File: src/rtl/quad_step_decoder_if.sv
// quad_step_decoder_if: encoder pins, controls and step/error outputs of quad_step_decoder
interface quad_step_decoder_if #(
    parameter int width_p = 4
);
    logic               a_i;
    logic               b_i;
    logic               enable_i;
    logic               clear_i;
    logic               up_o;
    logic               down_o;
    logic               dir_o;
    logic               err_o;
    logic [width_p-1:0] err_count_o;

    modport master (
        output a_i, b_i, enable_i, clear_i,
        input  up_o, down_o, dir_o, err_o, err_count_o
    );

    modport slave (
        input  a_i, b_i, enable_i, clear_i,
        output up_o, down_o, dir_o, err_o, err_count_o
    );
endinterface

File: src/rtl/quad_step_decoder.sv
// quad_step_decoder: synchronized, glitch-filtered quadrature decoder with step strobes and error count; define QUAD_X1_MODE_EN for x1 decoding
module quad_step_decoder #(
    parameter int filter_p = 4,
    parameter int width_p  = 4
) (
    input logic                clk_i,
    input logic                reset_i,
    quad_step_decoder_if.slave bus
);
    localparam int cw = $clog2(filter_p + 1);
    localparam logic [cw-1:0] last_p = cw'(filter_p - 1);

    typedef enum logic {INIT, RUN} state_t;

    state_t                 state_q, state_d;
    logic [1:0]             init_q, init_d;
    logic [1:0]             sync1_q, sync2_q;
    logic [1:0]             filt_q, filt_d;
    logic [1:0][cw-1:0]     cnt_q, cnt_d;
    logic [1:0]             prev_q, prev_d;
    logic                   up_q, up_d, down_q, down_d, err_q, err_d, dir_q, dir_d;
    logic [width_p-1:0]     errcnt_q, errcnt_d;
    logic [1:0]             diff;
    logic                   fwd;

    assign diff = filt_q ^ prev_q;
    // a forward Gray step always lands with the new B equal to the old A
    assign fwd  = ~(prev_q[1] ^ filt_q[0]);

    // next-state: startup loading, per-channel filtering, step decoding and error counting
    always_comb begin
        state_d  = state_q;
        init_d   = init_q;
        filt_d   = filt_q;
        cnt_d    = cnt_q;
        prev_d   = prev_q;
        up_d     = 1'b0;
        down_d   = 1'b0;
        err_d    = 1'b0;
        dir_d    = dir_q;
        errcnt_d = errcnt_q;
        if (state_q == INIT) begin
            filt_d = sync2_q;
            init_d = init_q + 2'd1;
            if (init_q == 2'd2) begin
                state_d = RUN;
                // seed with the value filtered on this same edge so the first RUN cycle sees no step
                prev_d  = sync2_q;
            end
        end else begin
            for (int k = 0; k < 2; k++) begin
                if (sync2_q[k] != filt_q[k]) begin
                    if (cnt_q[k] == last_p) begin
                        filt_d[k] = sync2_q[k];
                        cnt_d[k]  = '0;
                    end else begin
                        cnt_d[k] = cnt_q[k] + 1'b1;
                    end
                end else begin
                    cnt_d[k] = '0;
                end
            end
            prev_d = filt_q;
            err_d  = &diff;
            if (^diff) begin
                dir_d  = fwd;
`ifdef QUAD_X1_MODE_EN
                up_d   = bus.enable_i && prev_q == 2'b01 && filt_q == 2'b00;
                down_d = bus.enable_i && prev_q == 2'b00 && filt_q == 2'b01;
`else
                up_d   = bus.enable_i & fwd;
                down_d = bus.enable_i & ~fwd;
`endif
            end
            if (err_d && errcnt_q != '1) errcnt_d = errcnt_q + 1'b1;
        end
        if (bus.clear_i) errcnt_d = '0;
    end

    // two-flop pin synchronizers
    always_ff @(posedge clk_i or posedge reset_i) begin
        if (reset_i) begin
            sync1_q <= '0;
            sync2_q <= '0;
        end else begin
            sync1_q <= {bus.a_i, bus.b_i};
            sync2_q <= sync1_q;
        end
    end

    // state and registered outputs
    always_ff @(posedge clk_i or posedge reset_i) begin
        if (reset_i) begin
            state_q  <= INIT;
            init_q   <= '0;
            filt_q   <= '0;
            cnt_q    <= '0;
            prev_q   <= '0;
            up_q     <= 1'b0;
            down_q   <= 1'b0;
            err_q    <= 1'b0;
            dir_q    <= 1'b0;
            errcnt_q <= '0;
        end else begin
            state_q  <= state_d;
            init_q   <= init_d;
            filt_q   <= filt_d;
            cnt_q    <= cnt_d;
            prev_q   <= prev_d;
            up_q     <= up_d;
            down_q   <= down_d;
            err_q    <= err_d;
            dir_q    <= dir_d;
            errcnt_q <= errcnt_d;
        end
    end

    assign bus.up_o        = up_q;
    assign bus.down_o      = down_q;
    assign bus.err_o       = err_q;
    assign bus.dir_o       = dir_q;
    assign bus.err_count_o = errcnt_q;
endmodule

File: src/flat_wrapper.sv
// flat-port wrapper written by rule: the top's interface ports become plain ports
module quad_step_decoder_flat 
#(
    parameter int filter_p = 4,
    parameter int width_p  = 4
)
  (clk_i, reset_i, bus_a_i, bus_b_i, bus_enable_i, bus_clear_i, bus_up_o, bus_down_o, bus_dir_o, bus_err_o, bus_err_count_o);
  quad_step_decoder_if #(.width_p(width_p)) bus_i ();
  input logic clk_i;
  input logic reset_i;
  input wire logic [$bits(bus_i.a_i)-1:0] bus_a_i;
  input wire logic [$bits(bus_i.b_i)-1:0] bus_b_i;
  input wire logic [$bits(bus_i.enable_i)-1:0] bus_enable_i;
  input wire logic [$bits(bus_i.clear_i)-1:0] bus_clear_i;
  output wire logic [$bits(bus_i.up_o)-1:0] bus_up_o;
  output wire logic [$bits(bus_i.down_o)-1:0] bus_down_o;
  output wire logic [$bits(bus_i.dir_o)-1:0] bus_dir_o;
  output wire logic [$bits(bus_i.err_o)-1:0] bus_err_o;
  output wire logic [$bits(bus_i.err_count_o)-1:0] bus_err_count_o;
  assign bus_i.a_i = bus_a_i;
  assign bus_i.b_i = bus_b_i;
  assign bus_i.enable_i = bus_enable_i;
  assign bus_i.clear_i = bus_clear_i;
  assign bus_up_o = bus_i.up_o;
  assign bus_down_o = bus_i.down_o;
  assign bus_dir_o = bus_i.dir_o;
  assign bus_err_o = bus_i.err_o;
  assign bus_err_count_o = bus_i.err_count_o;
  quad_step_decoder #(.filter_p(filter_p), .width_p(width_p)) u_core (.clk_i(clk_i), .reset_i(reset_i), .bus(bus_i));
endmodule
File: config.mk
export PLATFORM = sky130hd
export DESIGN_NAME = quad_step_decoder_flat
export DESIGN_NICKNAME = d
export VERILOG_FILES = /design/src/rtl/quad_step_decoder_if.sv /design/src/rtl/quad_step_decoder.sv /design/src/flat_wrapper.sv
export SDC_FILE = /design/constraint.sdc
export NUM_CORES = 1
export LEC_CHECK = 0
export ABC_AREA = 1
export CORE_MARGIN = 1
export CORE_UTILIZATION = 50
export CTS_BUF_LIST = sky130_fd_sc_hd__clkbuf_2 sky130_fd_sc_hd__clkbuf_4 sky130_fd_sc_hd__clkbuf_8
export DETAILED_ROUTE_END_ITERATION = 8
export GPL_TIMING_DRIVEN = 0
export PLACE_DENSITY = 0.73
export SLEW_MARGIN = 20
export SYNTH_ARGS = -nofsm -noshare
export SYNTH_HDL_FRONTEND = slang
export SYNTH_SLANG_ARGS = --single-unit
File: constraint.sdc
create_clock -name clk_i -period 1.7 [get_ports clk_i]
set_input_delay 0.255 -clock clk_i [delete_from_list [all_inputs] [get_ports clk_i]]
set_output_delay 0.255 -clock clk_i [all_outputs]
set_load 0.1 [all_outputs]
Yosys cells after proc, flatten, opt, wreduce, memory -nomap -nowiden
Index checks and enable logic that the tools add are counted.
{"block": "totals", "ff_bits": 25, "input_bits": 6, "output_inout_bits": 8}
{"block": "op_classes", "addsub": 4, "n_eq_ne": 10, "muxes": 21, "n_bitwise": 5, "reduce_logical": 10}
{"cell": "two-way mux 3 bit", "count": 4}
{"cell": "two-way mux 4 bit", "count": 3}
{"cell": "two-way mux 1 bit", "count": 11}
{"cell": "AND reduction 2 bit", "count": 5}
{"cell": "!= test 2 bit (second input constant)", "count": 4}
{"cell": "adder 3 x 1 -> 3 bit (second input constant)", "count": 2}
{"cell": "equality test 3 x 2 -> 1 bit (second input constant)", "count": 2}
{"cell": "two-way mux 2 bit", "count": 3}
{"cell": "nonzero test 2 bit", "count": 3}
{"cell": "adder 4 x 1 -> 4 bit (second input constant)", "count": 1}
{"cell": "!= test 4 bit (second input constant)", "count": 1}
{"cell": "adder 2 x 1 -> 2 bit (second input constant)", "count": 1}
{"cell": "AND 1 bit", "count": 2}
{"cell": "equality test 2 bit (second input constant)", "count": 1}
{"cell": "!= test 1 bit", "count": 2}
{"cell": "parity 2 bit", "count": 1}
{"cell": "XOR 2 bit", "count": 1}
{"cell": "logical AND 1 bit", "count": 1}
{"cell": "inverter 1 bit", "count": 1}
{"cell": "XOR 1 bit", "count": 1}

Longest topological paths before layout
{"block": "logic_depth", "ltp_word": 6, "ltp_mapped": 9, "ltp_nobuf": 9}

Worst setup path before layout
OpenSTA, ideal clock, no wires.
{"block": "synth_timing", "kind": "register to register", "startpoint": "register u_core.errcnt_q[0], in the netlist u_core.bus.err_count_o[0]", "endpoint": "register u_core.errcnt_q[2], in the netlist u_core.bus.err_count_o[2]", "setup_ns": 0.068, "t_arrival_ns": 1.715, "required_ns": 1.632, "setup_slack_ns": -0.083, "stages_incl_launch_ff": 8, "path_buffers": 0, "cell_sequence": "dfrtp_1 -> ha_1 -> nand3_1 -> nand2_1 -> nand2_1 -> inv_2 -> nand2_1 -> nand2_1"}
{"block": "synth_between", "elab_chain_cells": 4, "word_cells_on_any_way": 8}
{"item": "start, declared", "line": "quad_step_decoder.sv:22", "rtl": "logic [width_p-1:0] errcnt_q, errcnt_d;"}
{"item": "start signal, assigned", "line": "quad_step_decoder.sv:114", "rtl": "errcnt_q <= errcnt_d;"}
{"item": "adder 4 x 1 -> 4 bit / != test 4 bit (equally long branches)", "line": "quad_step_decoder.sv:75", "rtl": "if (err_d && errcnt_q != '1) errcnt_d = errcnt_q + 1'b1;"}
{"item": "two-way mux 4 bit / logical AND 1 bit (equally long branches)", "line": "quad_step_decoder.sv:75"}
{"item": "two-way mux 4 bit / nonzero test 2 bit (equally long branches)"}
{"item": "two-way mux 4 bit / AND reduction 2 bit (equally long branches)"}
Several ways; a longest one is shown, not always the timed one. The select of a mux whose other input is x is not followed.
A chain may end at the register's enable or synchronous reset.

Final worst setup path
{"block": "layout_timing", "startpoint": "register u_core.errcnt_q[2], in the netlist u_core.bus.err_count_o[2]", "endpoint": "output port bus_err_count_o[2]"}
{"item": "end, declared", "line": "flat_wrapper.sv:19", "rtl": "output wire logic [$bits(bus_i.err_count_o)-1:0] bus_err_count_o;"}
No word-level cell between the ends.

==> run metrics <==
CP Data Arrival Time=1360 ps; Worst setup SP type=flop; clock power share=11.9%; Final setup viols=0; gpl congestion=0.787; final instance area=0.00132 mm²; post-detail-place hpwl=1260 µm; Critical Path RT=1440 ps; CTS sink count=25; FP Rows=16; crit path to=bus_err_count_o[2]; antenna fix cells=0; CP top delay family=buffers and inverters; CP max FO=7; Seq/Total Area, Yosys=56.4%; Final ANT Viol Nets=0; initial drt markers=17; WP buf/inv=1; Avg Inst Size Synth=9.32 µm²; grt total ovfl=0; Worst path max stage delay=590 ps; Finished Core Util=65.0%; area leader, netlist=dfrtp_1; yosys warns=0; DR WL/cell=10.0 µm; first-pass GRT wire length=3180 µm; syn nets=130; worst min-delay path class=reg2reg; Pwr Total=2.23 mW; top_reg_cell synth=dfrtp_1; status=complete, no violations; initial antenna violation count=0; number of global-route vias before repair=782; Levels on crit path=1; Area Overhead vs Synth=18.6%; largest net degree at the start of global routing=26; clk slew on worst S/H paths=120 ps; Worst slew margin=40.2%; post-place instance area=0.00127 mm²; Max Cap Viol=0; CTS root buffer=clkbuf_4; CTS tree=yes; Final Hold Vio Count=0; Vias per Instance=4.74; WL final=1640 µm; synth top area cells=dfrtp_1, nand2_1, inv_1; die area=0.00241 mm²; Vias=772; setup slack, reg-to-reg=350 ps; number of synthesized flops with an enable pin=0; Pwr per Cell Area=1700 mW/mm²; Max Slew Vio Count=0; #FFs+latches synth=25; reg-to-reg critical path startpoint=u_core.filt_q[0]$_DFFE_PP0P_; Setup Buffers After CTS=0; fin crit period=1620 ps; P_leak=0.693 nW; Setup CP Type=reg2out; Die H=49.1 µm; starting density of the core=54.8%; Setup Skew=3.36 ps; FF-to-FF path depth=9; FMAX=0.619 GHz; top cells by count, synth=nand2_1, dfrtp_1, inv_1; hold buffers post-CTS=0; Total Routing Usage GR=17.3%; reg2reg end=u_core.bus.err_count_o[3]$_DFFE_PP0P_; Die W=49.1 µm; Net Sw Power=1.05 mW; critical path cell sequence=clkdlybuf4s15_2; top cell type's share of synthesized area=56.4%; switching part of the total=47.0%; port bufs=13; ratio of cells with drive above 1 in the final layout=15.4%; Gate power share=48.7%; Bufs on Longest Clock Path=2; DR DRC count=0; Int Power=1.18 mW; asr flop ratio synth=100%; H-tree depth=1; endpoint class of the critical path=primary output; cts repair resizes=24; RSZ-0062 raised after global routing=no; clock buffer count from CTS=3; fin nets=148; Tcrit/Tclk final=95.0%; Peak supply drop=1.15 mV; sequential fraction of design power=39.4%; crit path from=u_core.bus.err_count_o[2]$_DFFE_PP0P_; Ports=14; Synth cell types=19; slowest stage cell, crit path=clkdlybuf4s15_2; clk_lat worst skew=300 ps; worst slew pin tran=896 ps; 1st-pass router iterations=4; Cells after Synth=119; Core Region=0.00202 mm²; Post-Syn Area=0.00111 mm²; most common cell in the netlist=nand2_1
==> cell usage in the layout, fill, tap and decap left out <==
master / netlist / routed
nand2_1: 30 / 30
dfrtp_1: 25 / 23
inv_1: 20 / 20
clkdlybuf4s15_2: 0 / 8
nand3_1: 7 / 7
ha_1: 5 / 5
clkdlybuf4s50_1: 0 / 5
nor2_1: 4 / 4
o21ai_0: 4 / 4
xor2_1: 4 / 4
clkbuf_4: 0 / 4
o22ai_1: 3 / 3
nand4_1: 3 / 3
buf_4: 2 / 2
inv_2: 2 / 2
a21oi_2: 2 / 2
o21ai_1: 2 / 2
xnor2_1: 2 / 2
dfrtp_2: 0 / 2
or2_1: 1 / 1
nor3_1: 1 / 1
or2_2: 1 / 1
a21oi_1: 1 / 1
==> kinds of logic (layout without fill, tap and decap cells) <==
family	after synthesis	after routing	share of synthesized area [%]
xor gates and xnor gates	6	6	4.74
adders and majority gates	5	5	5.64
AOI/OAI and AO/OA	12	12	6.43
and+or+nand+nor	47	47	17.9
buffers and inverters	24	41	8.80
DFF	25	25	56.4
==> through the flow <==
step / hold WS [ps] / std cells / TNS [ps] / worst slack, ps
finish: 366 / 163 / 0 / 85.0
global route: 367 / 163 / 0 / 14.3
CTS: 372 / 163 / 0 / 87.9
detailed placement: 344 / 159 / -411 / -138
global placement: 335 / 159 / -379 / -131
floorplan: 282 / 119 / 0 / 150
==> worst min-delay path by stage <==
stage,startpoint,endpoint,slack [ps],cells after the start
6_report,u_core.sync1_q[1]$_DFF_PP0_,u_core.sync2_q[1]$_DFF_PP0_,370,0
5_1_grt,bus_a_i,u_core.sync1_q[1]$_DFF_PP0_,370,1
4_1_cts,bus_a_i,u_core.sync1_q[1]$_DFF_PP0_,370,1
3_5_place_dp,u_core.sync1_q[1]$_DFF_PP0_,u_core.sync2_q[1]$_DFF_PP0_,340,0
3_3_place_gp,u_core.sync1_q[0]$_DFF_PP0_,u_core.sync2_q[0]$_DFF_PP0_,330,0
2_1_floorplan,reset_i,u_core.bus.dir_o$_DFFE_PP0P_,280,1
==> final cells by class <==
cell class | instances | area (µm²)
well taps | 27 | 33.8
multi-input cells | 70 | 385
inverters | 22 | 82.6
clock buffers | 4 | 30.0
fillers | 178 | 707
flip-flops and latches | 25 | 628
repair buffers | 13 | 140
plain buffers | 2 | 15.0
==> registers in the layout, summed over array words and instances, names as in the netlist <==
register                flops
u_core.sync1_q              2
u_core.bus.err_o            1
u_core.bus.err_count_o      4
u_core.state_q              1
u_core.bus.dir_o            1
u_core.cnt_q                6
u_core.init_q               2
u_core.filt_q               2
u_core.sync2_q              2
u_core.prev_q               2
u_core.bus.down_o           1
u_core.bus.up_o             1
==> layer usage <==
metal	vias up	track usage [%]	routed length (µm)
met5	-	0	0
met4	0	7.35	14
met3	2	3.74	46
met2	15	29.0	811
met1	353	21.4	765
li1	402	-	-
==> power groups by stage <==
stage | Combinational [mW] | Clock (mW) | Sequential [mW]
6_report | 1.09 | 0.266 | 0.880
5_1_grt | 1.23 | 0.299 | 0.905
4_1_cts | 1.10 | 0.274 | 0.883
3_5_place_dp | 1.12 | 0 | 0.896
3_3_place_gp | 1.09 | 0 | 0.884
2_1_floorplan | 0.500 | 0 | 1.27
(Power assumes the default switching activity.)
